--- src/rtl/instr_fetch_stage.sv ---
// Cardinal IF stage: owns the PC, addresses the async-read imem and registers the fetched
// word into the IF/ID latch. Handles stall, branch redirect/flush and halt on the end-of-program word.
module instr_fetch_stage #(
  parameter int                   ADDR_W    = 8,
  parameter int                   INSTR_W   = 32,
  parameter logic [0:INSTR_W-1]   HALT_WORD = '0,
  parameter int                   CNT_W     = 16
) (
  input  logic                Clock,
  input  logic                Reset,
  input  logic                stall_i,
  input  logic                branch_taken_i,
  input  logic [0:ADDR_W-1]   branch_target_i,
  input  logic [0:INSTR_W-1]  Instruction,
  output logic [0:ADDR_W-1]   Instr_Addr,
  output logic [0:INSTR_W-1]  if_id_instr,
  output logic [0:ADDR_W-1]   if_id_pc,
  output logic                if_id_valid,
  output logic                halt_o,
  output logic [0:CNT_W-1]    fetch_cnt_o
);

  typedef enum logic {RUN, HALT} state_t;

  state_t            state;
  logic [0:ADDR_W-1] pc;

  assign Instr_Addr = pc;

  function automatic logic [0:CNT_W-1] sat_inc(input logic [0:CNT_W-1] c);
    return (c == {CNT_W{1'b1}}) ? c : c + CNT_W'(1);
  endfunction

  always_ff @(posedge Clock) begin
    if (Reset) begin
      state       <= RUN;
      pc          <= '0;
      if_id_instr <= '0;
      if_id_pc    <= '0;
      if_id_valid <= 1'b0;
      halt_o      <= 1'b0;
      fetch_cnt_o <= '0;
    end else begin
      case (state)
        RUN: begin
          if (branch_taken_i) begin
            // Redirect wins over stall and over a halt word on the wrong path.
            pc          <= branch_target_i;
            if_id_instr <= '0;
            if_id_valid <= 1'b0;
          end else if (stall_i) begin
            pc <= pc;
          end else if (Instruction == HALT_WORD) begin
            if_id_instr <= Instruction;
            if_id_pc    <= pc;
            if_id_valid <= 1'b1;
            fetch_cnt_o <= sat_inc(fetch_cnt_o);
            halt_o      <= 1'b1;
            state       <= HALT;
          end else begin
            if_id_instr <= Instruction;
            if_id_pc    <= pc;
            if_id_valid <= 1'b1;
            pc          <= pc + ADDR_W'(1);
            fetch_cnt_o <= sat_inc(fetch_cnt_o);
          end
        end
        HALT: begin
          // Terminal: only bubbles leave IF/ID until Reset.
          if_id_valid <= 1'b0;
          halt_o      <= 1'b1;
        end
      endcase
    end
  end

endmodule
--- config.mk ---
export PLATFORM = sky130hd
export DESIGN_NAME = instr_fetch_stage
export DESIGN_NICKNAME = d
export VERILOG_FILES = /design/src/rtl/instr_fetch_stage.sv
export SDC_FILE = /design/constraint.sdc
export NUM_CORES = 1
export LEC_CHECK = 0
export CORE_MARGIN = 3
export CORE_UTILIZATION = 43
export DETAILED_ROUTE_END_ITERATION = 12
export PLACE_DENSITY = 0.88
export SLEW_MARGIN = 20
export SYNTH_ARGS = -nofsm -noshare
export SYNTH_HDL_FRONTEND = slang
export SYNTH_SLANG_ARGS = --single-unit
--- constraint.sdc ---
create_clock -name Clock -period 2.2 [get_ports Clock]
set_input_delay 0.44 -clock Clock [delete_from_list [all_inputs] [get_ports Clock]]
set_output_delay 0.44 -clock Clock [all_outputs]
set_load 0.05 [all_outputs]
* Word-level counts from Yosys, hierarchy flattened *
Cells that the tools add are included.

word-level totals
  bits in registers = 67
  word-level logic and storage cells = 42

operators by class
  $add $sub $neg = 2
  equal/unequal tests = 7
  multiplexer cells = 16
  bitwise logic cells = 4
  reduce and logical (&&, ||, !) cells = 6

operator list
  cell                     count
  $mux W32                 2
  $logic_not A32 Y1        1
  $mux W8                  3
  $add A16 B1 Y16 const B  1
  $eq A16 B16 Y1 const B   1
  $mux W1                  9
  $reduce_and A3 Y1        3
  $add A8 B1 Y8 const B    1
  $ne A2 B2 Y1 const B     4
  $not A1 Y1               4
  $pmux W1 S2              2
  $reduce_and A4 Y1        1
  $ne A3 B3 Y1 const B     1
  $ne A2 B1 Y1 const B     1
  $reduce_and A2 Y1        1

* Longest topological paths before layout *
  depth after elaboration = 5
  depth in mapped cells = 7

* Worst setup path after synthesis *
OpenSTA, ideal clock, no wires.

  path kind = reg2reg
  from = reg fetch_cnt_o[15] in the netlist's numbering
  to = reg fetch_cnt_o[4] in the netlist's numbering
  library setup time = 0.131 ns
  arrival = 1.832 ns
  path slack = 0.236 ns
  cell stages (with the launch flop) = 8
  buffers on the path = 1
  cells stage by stage = dfxtp_1 -> ha_1 -> nand3_1 -> nor4b_2 -> buf_2 -> nor3_1 -> xnor2_1 -> nor2_1

on the way
  word-level cells in the longest chain between the ends = 3
  elaborated cells on any way between the ends = 4
  classes of those cells = add/sub: 1; eq/ne: 1; bitwise: 1; reduce/logical: 1

RTL lines
  what                                                     line  RTL
  start: declaration                                       20    output logic [0:CNT_W-1] fetch_cnt_o
  start signal: assignment                                 57    fetch_cnt_o <= sat_inc(fetch_cnt_o);
  start signal: assignment                                 65    fetch_cnt_o <= sat_inc(fetch_cnt_o);
  branches (longest 3 deep; another with $add A16 B1 Y16)  n/a

Several ways; the timed one is not identified.
A chain may end at the register's enable or synchronous reset.

* Final worst setup path *
  from = reg pc (netlist bit Instr_Addr[2])
  to = out Instr_Addr[2] in the netlist's numbering

RTL lines
  what                      line  RTL
  start: declaration        26    logic [0:ADDR_W-1] pc;
  start signal: assignment  48    pc <= branch_target_i;
  start signal: assignment  52    pc <= pc;
  start signal: assignment  64    pc <= pc + ADDR_W'(1);
  end: declaration          15    output logic [0:ADDR_W-1] Instr_Addr,

No word-level cell between the ends.

==> impl_metrics.env <==
export IMPL_path_clk_slew_ns=0.08
export IMPL_dr_pass1_iters=4
export IMPL_io_pin_count=110
export IMPL_start_util_pct=45.75
export IMPL_track_usage_pct=21.15
export IMPL_critPathLaunch="Instr_Addr[2]"
export IMPL_cts_resized=0
export IMPL_core_um2=6096
export IMPL_syn_area_um2=2789
export IMPL_vias=2819
export IMPL_postSynthNetCount=365
export IMPL_die_w_um=86.54
export IMPL_tightest_slew_ns=0.5451
export IMPL_start_kind="flop"
export IMPL_n_antenna_cell=0
export IMPL_area_growth_pct=53.12
export IMPL_mostFrequentLayoutCell="clkdlybuf4s50_1"
export IMPL_synth_cell_types=41
export IMPL_dp_final_hpwl_mm=5.528
export IMPL_peakVddDrop_mv=0.4233
export IMPL_gp_congestion=0.8350
export IMPL_synthSimpleGateAreaFrac_pct=23.06
export IMPL_powerDensity_nw_per_um2=678.3
export IMPL_yosys_area_share_adder_pct=0.8973
export IMPL_synth_ff_type="dfxtp_1"
export IMPL_cts_root_buf="clkbuf_8"
export IMPL_numClockSinks=67
export IMPL_hold_viol=0
export IMPL_postSynthAreaPerCell_um2=8.743
export IMPL_hold_class="reg2reg"
export IMPL_drv_cap=0
export IMPL_hold_buffers=0
export IMPL_synth_async_reset_ratio_pct=0
export IMPL_crit_family="buffers and inverters"
export IMPL_fin_skew_ns=0.01320
export IMPL_totalWireLength_mm=7.706
export IMPL_syn_inst=319
export IMPL_finalNonFillerCells=514
export IMPL_seq_area_um2=1341
export IMPL_htreeDepth=3
export IMPL_cts_setup_buffers=0
export IMPL_r2r_start="fetch_cnt_o[15]"
export IMPL_hold_ws_ns=0.4569
export IMPL_multi_input_area_um2=1334
export IMPL_grt_pass1_wl_mm=12.59
export IMPL_synth_compound_area_share_pct=19.11
export IMPL_clockBufferDepth=2
export IMPL_finalSetupTns_ns=0
export IMPL_yosys_register_bits=67
export IMPL_fin_util_pct=70.05
export IMPL_synthMuxAreaShare_pct=0.7627
export IMPL_fin_crit_ns=2.090
export IMPL_synth_edf_count=0
export IMPL_rsz0062_at_grt="no"
export IMPL_crit_type="reg2out"
export IMPL_grt_pass1_vias=2717
export IMPL_ys_seq_area_share_pct=48.09
export IMPL_cp_max_fo=7
export IMPL_critPathBufInv=1
export IMPL_final_cell_mix="clkdlybuf4s50_1, dfxtp_1, nor2_1"
export IMPL_fillerInstances=500
export IMPL_cp_data_required_time_ns=1.76
export IMPL_critPathSlowestCell="clkdlybuf4s50_1"
export IMPL_status="finished, final reports clean"
export IMPL_crit_path_cell_trace="clkdlybuf4s50_1"
export IMPL_finalSetupViolCount=0
export IMPL_r2r_slack_ns=0.44
export IMPL_insertion_delay_ns=0.34
export IMPL_slew_headroom_pct=63.55
export IMPL_die_y_um=86.54
export IMPL_cp_data_arrival_time_ns=1.65
export IMPL_vias_per_cell=5.484
export IMPL_route_detailed_drc=0
export IMPL_yosys_warnings=0
export IMPL_drive_gt1_share_pct=10.02
export IMPL_drt_iter0_drc=131
export IMPL_post_route_period_util_pct=95.01
export IMPL_yosys_area_share_xor_xnor_pct=3.769
export IMPL_overflow=0
export IMPL_final_antenna_net_count=0
export IMPL_antenna_found_initial=0
export IMPL_reg2reg_depth=7
export IMPL_p_leak_nw=1.508
export IMPL_max_freq_mhz=478.4
export IMPL_crit_path_end="Instr_Addr[2]"
export IMPL_die_area_um2=7488
export IMPL_max_stage_delay_ns=0.85
export IMPL_total_power_mw=2.897
export IMPL_grt_start_max_net_pins=33
export IMPL_place_inst=498
export IMPL_cts_made_buffers=9
export IMPL_reg2reg_to="fetch_cnt_o[10]"
export IMPL_fp_row_count=28
export IMPL_wire_per_inst_um=14.99
export IMPL_fin_nets=480
export IMPL_cts_tree="done"
export IMPL_final_max_slew_viol_count=0
export IMPL_synth_top_family_by_area="simple AND/OR/NAND/NOR gates"
export IMPL_crit_cells=1
export IMPL_portBuffers=109
export IMPL_end_kind="primary output"
==> flip-flops by register name, summed over array words and instances, names as in the netlist <==
name         flops
Instr_Addr       8
fetch_cnt_o     16
halt_o           1
if_id_instr     32
if_id_pc         8
if_id_valid      1
state            1
==> through the flow <==
step	instance area, um^2	worst slack, ns
after CTS	4270	0.1058
after detailed placement	4043	-0.1353
after global placement	4043	-0.1209
after global routing	4270	0.03914
after floorplan	2789	0.2365
final	4270	0.1098
==> power breakdown <==
| part | internal [mW] | switching [mW] | leakage, nW | total (mW) |
|---|---|---|---|---|
| clock network | 0.699 | 0.453 | 0.113 | 1.15 |
| registers | 1.25 | 0.0323 | 0.545 | 1.28 |
| logic | 0.199 | 0.264 | 0.851 | 0.463 |
==> worst min path at each step <==
| stage | from | endpoint | slack, ns | cells past startpoint |
|---|---|---|---|---|
| after floorplan | state | state | 0.49 | 2 |
| after global placement | if_id_pc[3] | if_id_pc[3] | 0.45 | 2 |
| after detailed placement | if_id_pc[1] | if_id_pc[1] | 0.45 | 2 |
| after CTS | if_id_pc[1] | if_id_pc[1] | 0.46 | 2 |
| after global routing | if_id_pc[1] | if_id_pc[1] | 0.48 | 2 |
| final | if_id_pc[0] | if_id_pc[0] | 0.46 | 2 |
==> logic make-up after synthesis <==
| logic type | Yosys count |
|---|---|
| muxes | 2 |
| and+or+nand+nor | 132 |
| xor gates and xnor gates | 12 |
| buffers and inverters | 27 |
| adders and majority gates | 2 |
| AOI/OAI and AO/OA | 77 |
| DFF | 67 |
==> layout make-up <==
| type | instances | area share (%) |
|---|---|---|
| tap | 75 | 2.197 |
| inverter | 4 | 0.3516 |
| sequential | 67 | 31.41 |
| clock inverter | 4 | 1.699 |
| timing repair buffer | 127 | 29.48 |
| multi-input combinational | 225 | 31.23 |
| clock buffer | 12 | 3.633 |
==> Yosys cell counts, drive strengths merged (2+ instances only) <==
cell type | instances | share of area (%)
o21ai | 10 | 1.8
o31ai | 3 | 1.3
buf | 5 | 1.3
a22oi | 36 | 9.7
xnor2 | 11 | 3.5
dfxtp | 67 | 48
nor3 | 6 | 1.3
or3 | 4 | 0.90
nor2b | 2 | 0.45
ha | 2 | 0.90
nor4 | 11 | 3.1
nand4 | 8 | 1.8
clkbuf | 18 | 2.4
nand3 | 6 | 1.1
or2 | 2 | 0.45
a21oi | 20 | 4.0
and3 | 6 | 1.3
nor2 | 59 | 7.9
a21o | 2 | 0.54
inv | 4 | 0.54
nand2 | 23 | 3.1
==> metal layers <==
layer  vias up  track usage, %  routed length (um)
met1      1323           24.78                3194
met4         0           7.790                 101
met3        11           9.125                 799
li1       1370               -                   -
met2       115           34.35                3612
met5         -               0                   0
Power figures use the tool's default switching activity.
